[config.mk]
export PLATFORM = sky130hd
export DESIGN_NAME = aes_block_loader
export DESIGN_NICKNAME = d
export VERILOG_FILES = /design/src/rtl/aes_block_loader.sv
export SDC_FILE = /design/constraint.sdc
export NUM_CORES = 1
export LEC_CHECK = 0
export BUFFER_PORTS_ARGS = -buffer_cell sky130_fd_sc_hd__buf_4
export CORE_MARGIN = 2
export CORE_UTILIZATION = 45
export CTS_CLUSTER_DIAMETER = 150
export DETAILED_ROUTE_END_ITERATION = 7
export GPL_TIMING_DRIVEN = 0
export HOLD_SLACK_MARGIN = 0.1
export PLACE_DENSITY = 0.73
export SLEW_MARGIN = 40
export SYNTH_ARGS = -nofsm -noshare
export SYNTH_HDL_FRONTEND = slang
export SYNTH_SLANG_ARGS = --single-unit
[constraint.sdc]
create_clock -name clk -period 4.89 [get_ports clk]
set_input_delay 0 -clock clk [delete_from_list [all_inputs] [get_ports clk]]
set_output_delay 0 -clock clk [all_outputs]
set_load 0.01 [all_outputs]
[src/rtl/aes_block_loader.sv]
// aes_block_loader
// ----------------
// Sits in front of the iterative AES decrypt core. It collects 32-bit
// ciphertext words into 128-bit states, buffers DEPTH completed states in a
// small FIFO, and hands them to the core over a valid/ready block handshake.
// The first word of a group lands in bits [127:96] (big-endian word order).
//
// Ports
//   clk, rst_n  : single rising-edge clock, asynchronous active-low reset
//   clear       : synchronous flush of the partial group and of the FIFO
//   in_valid    : in_word carries a word
//   in_ready    : loader takes in_word on this edge when in_valid is high
//   in_word     : ciphertext word
//   out_valid   : out_block holds a complete state (FIFO not empty)
//   out_ready   : core takes out_block on this edge
//   out_block   : registered FIFO head
//   level       : number of complete states buffered
module aes_block_loader #(
    parameter int DEPTH = 2,
    parameter int LW    = $clog2(DEPTH + 1)
) (
    input  logic          clk,
    input  logic          rst_n,
    input  logic          clear,
    input  logic          in_valid,
    output logic          in_ready,
    input  logic [31:0]   in_word,
    output logic          out_valid,
    input  logic          out_ready,
    output logic [127:0]  out_block,
    output logic [LW-1:0] level
);

    localparam int PW = (DEPTH > 1) ? $clog2(DEPTH) : 1;

    logic          alive_q, alive_d;
    logic [1:0]    wcnt_q, wcnt_d;
    // Only words 0..2 need holding; word 3 goes straight into the FIFO.
    logic [95:0]   asm_q, asm_d;
    logic [127:0]  mem_q [DEPTH];
    logic [127:0]  mem_d [DEPTH];
    logic [PW-1:0] wptr_q, wptr_d;
    logic [PW-1:0] rptr_q, rptr_d;
    logic [LW-1:0] level_q, level_d;
    logic [127:0]  head_q, head_d;

    logic accept;
    logic push;
    logic pop;

    function automatic logic [PW-1:0] ptr_inc(input logic [PW-1:0] p);
        return (p == PW'(DEPTH - 1)) ? '0 : p + PW'(1);
    endfunction

    // in_ready depends only on registered state, so there is no path from
    // out_ready; a pop in a full cycle frees the slot one cycle later.
    assign in_ready  = alive_q && ((wcnt_q != 2'd3) || (level_q < LW'(DEPTH)));
    assign out_valid = (level_q != '0);
    assign out_block = head_q;
    assign level     = level_q;

    assign accept = in_valid && in_ready && !clear;
    assign push   = accept && (wcnt_q == 2'd3);
    assign pop    = out_valid && out_ready && !clear;

    always_comb begin
        alive_d = 1'b1;
        wcnt_d  = wcnt_q;
        asm_d   = asm_q;
        mem_d   = mem_q;
        wptr_d  = wptr_q;
        rptr_d  = rptr_q;
        level_d = level_q;

        if (clear) begin
            wcnt_d  = '0;
            asm_d   = '0;
            wptr_d  = '0;
            rptr_d  = '0;
            level_d = '0;
        end else begin
            if (accept) begin
                wcnt_d = wcnt_q + 2'd1;
                case (wcnt_q)
                    2'd0:    asm_d[95:64] = in_word;
                    2'd1:    asm_d[63:32] = in_word;
                    2'd2:    asm_d[31:0]  = in_word;
                    default: asm_d        = asm_q;
                endcase
            end
            if (push) begin
                mem_d[wptr_q] = {asm_q, in_word};
                wptr_d        = ptr_inc(wptr_q);
            end
            if (pop) begin
                rptr_d = ptr_inc(rptr_q);
            end
            case ({push, pop})
                2'b10:   level_d = level_q + LW'(1);
                2'b01:   level_d = level_q - LW'(1);
                default: level_d = level_q;
            endcase
        end

        // Head register looks at the post-update storage so a block pushed
        // into an empty FIFO (or behind a pop at level 1) is visible right
        // after the edge that completed it.
        head_d = clear ? '0 : mem_d[rptr_d];
    end

    always_ff @(posedge clk or negedge rst_n) begin
        if (!rst_n) begin
            alive_q <= 1'b0;
            wcnt_q  <= '0;
            asm_q   <= '0;
            wptr_q  <= '0;
            rptr_q  <= '0;
            level_q <= '0;
            head_q  <= '0;
            for (int i = 0; i < DEPTH; i++) begin
                mem_q[i] <= '0;
            end
        end else begin
            alive_q <= alive_d;
            wcnt_q  <= wcnt_d;
            asm_q   <= asm_d;
            wptr_q  <= wptr_d;
            rptr_q  <= rptr_d;
            level_q <= level_d;
            head_q  <= head_d;
            for (int i = 0; i < DEPTH; i++) begin
                mem_q[i] <= mem_d[i];
            end
        end
    end

endmodule
==> impl_metrics.py <==
metrics = {
    "yosys": {
        "async_flop_share": 1.00,
        "syn_area_per_cell_sq_um": 14.1,
        "synthFlopType": "dfrtp_1",
        "yosysTopAreaCell": "dfrtp_1",
        "yosys_warnings": 0,
        "syn_area_sq_um": 18100,
        "synth_top_area_share": 0.673,
        "synthDistinctLibCells": 26,
        "synth_area_leaders": "dfrtp_1 (67%), mux2_2 (8.5%), mux2_1 (7.5%)",
        "synth_seq_cells": 487,
        "synth-edff-count": 0,
        "syn_nets": 1330,
        "syn_inst": 1289,
        "ys_seq_area_frac": 0.673,
    },
    "sta": {
        "worst_pin_slew_ns": 0.724,
        "layout_setup_ws_ns": 2.23,
        "finClkSkew_ns": 0.0187,
        "holdWs_ns": 0.301,
        "max_freq_ghz": 0.376,
        "rsz0062_at_grt": "no",
        "post-route-min-period_ns": 2.66,
        "slew_violations": 0,
        "finalSetupViolations": 0,
        "min_period_over_period": 0.544,
        "finalHoldViolCount": 0,
        "slew_headroom": 0.518,
    },
    "worst_setup_path": {
        "critPathLaunch": "wcnt_q[1]",
        "rr_worst_depth": 8,
        "critPathMaxFanout": 10,
        "arrival_ns": 3.16,
        "start_kind": "register",
        "path_class": "register to register",
        "ff2ff_setup_slack_ns": 2.23,
        "timing.rr.start": "wcnt_q[1]",
        "end_kind": "register",
        "rr_endpoint": "asm_q[27]",
        "cp.required_ns": 5.39,
    },
    "min_path": {
        "whs_path_depth": 4,
        "hold_start": "in_word[29]",
        "hp-class": "input pin to register",
        "min_to": "asm_q[61]",
    },
    "layout": {
        "fin_util": 0.559,
        "final_common_cell": "dfrtp_1",
        "layout-drive-gt1-share": 0.269,
        "antennaDiodeCount": 0,
        "area_growth_syn_to_layout_pct": 22.5,
        "stdcell_count": 2112,
        "final_nets": 1593,
        "layout_common_cells": "dfrtp_1 (487), nand2_1 (195), buf_4 (191)",
    },
    "pwr": {
        "ir_worst_vdd_mv": 0.245,
        "p_per_area_nw_per_um2": 364,
        "power_mw": 8.07,
        "p_leak_nw": 11.2,
    },
    "grt": {
        "grt_max_degree": 80,
        "grt.overflow.total": 0,
        "antenna_found_initial": 1,
        "grt_pass1_vias": 11845,
        "grt_usage": 0.215,
        "grt_pass1_wl_um": 68600,
    },
    "clock_network": {
        "clock_latency_ns": 0.56,
        "cts_buffers": 47,
        "clock-sinks": 487,
        "cts.htree.levels": 2,
        "clk_path_buf_depth": 3,
        "ctsRootBufferMaster": "clkbuf_16",
        "path_clk_slew_ns": 0.06,
        "post_cts_buffers": 0,
        "cts_tree": "built",
        "cts_resized": 0,
    },
    "detailed_routing": {
        "num_vias": 11231,
        "drtAntennaViolNets": 0,
        "first_iter_violations": 625,
        "finalWirelength_um": 44100,
        "dr.pass1.iters": 5,
        "drc": 0,
        "via_per_inst": 5.32,
        "post_drt_wl_per_cell_um": 20.9,
    },
    "die": {
        "dieArea_sq_um": 41900,
        "fp.dieW_um": 205,
        "pin_count": 169,
        "fp-row-count": 73,
        "initial_core_util": 0.456,
        "core-area_sq_um": 39700,
        "die_h_um": 205,
    },
    "place": {
        "gp_congestion": 0.800,
        "port_buffers": 168,
        "dpl.hpwl_um": 29700,
        "placed_cells": 1988,
        "post-place-ws_ns": 2.44,
    },
    "flow_run": {
        "drv_cap": 0,
    },
    "outcome": {
        "outcome": "completed",
    },
}
==> routing by layer <==
layer  track usage  wire length [um]  share of wire
met3        0.0396              2160          0.049
met1         0.292             19200           0.43
met4        0.0823              1600          0.036
met2         0.345             21200           0.48
met5             0                13        0.00029
==> stage by stage <==
step,setup TNS [ns],area (sq um)
after global routing,0,22200
after CTS,0,22200
after global placement,-441.46,20000
after floorplan,0,18100
final,0,22200
after detailed placement,0,20200
==> power by group <==
group,switching (mW),internal (mW)
registers,0.0258,4.07
clock network,1.51,2.13
logic,0.225,0.110
total,1.76,6.31
==> flip-flops by register name, indices dropped and copies added (netlist names) <==
register   count
mem_q        256
level          2
out_block    128
alive_q        1
wptr_q         1
asm_q         96
rptr_q         1
wcnt_q         2
==> worst max-delay path by stage <==
stage | end | cells after the start
6_report | asm_q[27] | 8
5_1_grt | asm_q[29] | 8
4_1_cts | asm_q[27] | 8
3_5_place_dp | out_block[97] | 7
3_3_place_gp | out_block[125] | 1
2_1_floorplan | out_block[108] | 7
==> cells in the mapped netlist (2+ instances only) <==
master / n
a21oi_1: 99
a22o_1: 128
and2_1: 2
and3_1: 3
buf_1: 4
buf_2: 13
buf_4: 24
buf_6: 2
clkbuf_1: 46
dfrtp_1: 487
ha_1: 4
inv_1: 2
mux2_1: 120
mux2_2: 136
nand2_1: 195
nand3_1: 6
nor2_1: 4
nor2b_1: 3
or2_2: 2
xnor2_1: 2
xor2_1: 2
==> logic make-up (layout without fill, tap and decap cells) <==
logic type               count (synthesis)  count (layout)  share of synthesized area
flip-flops                             487             487                      0.673
other                                    1               1                   0.000207
multiplexers                           256             256                      0.159
buffers and inverters                   91             389                     0.0256
adder cells (fa/ha/maj)                  4               4                    0.00276
AND/OR/NAND/NOR                        218             218                     0.0483
XOR/XNOR                                 4               4                    0.00193
AO/OA/AOI/OAI                          228             228                     0.0895
==> timing repair <==
item / CTS / global route
endpoints found under the setup margin: 0 / 0
hold buffers: 40 / 0
endpoints found under the hold margin: 478 / 0
==> worst max-delay path: stages (launching register included) <==
cell and delay, ns:
dfrtp_1 0.42, ha_1 0.23, nand2_1 0.24, and3_1 0.19, clkbuf_1 0.30, clkbuf_1 0.42, nand2_1 0.10, a21oi_1 0.13
dlygate4sd3_1 0.57
==> layout make-up <==
type                    count  area [sq um]
plain buffers              89           455
clock buffers              70          1390
clock inverters            14           176
fillers                  3163         17500
inverters                   2          7.51
multi-input cells         711          5470
flip-flops and latches    487         12200
well taps                 525           657
repair buffers            214          1850
Note: power is estimated with default switching activity, not from simulation.
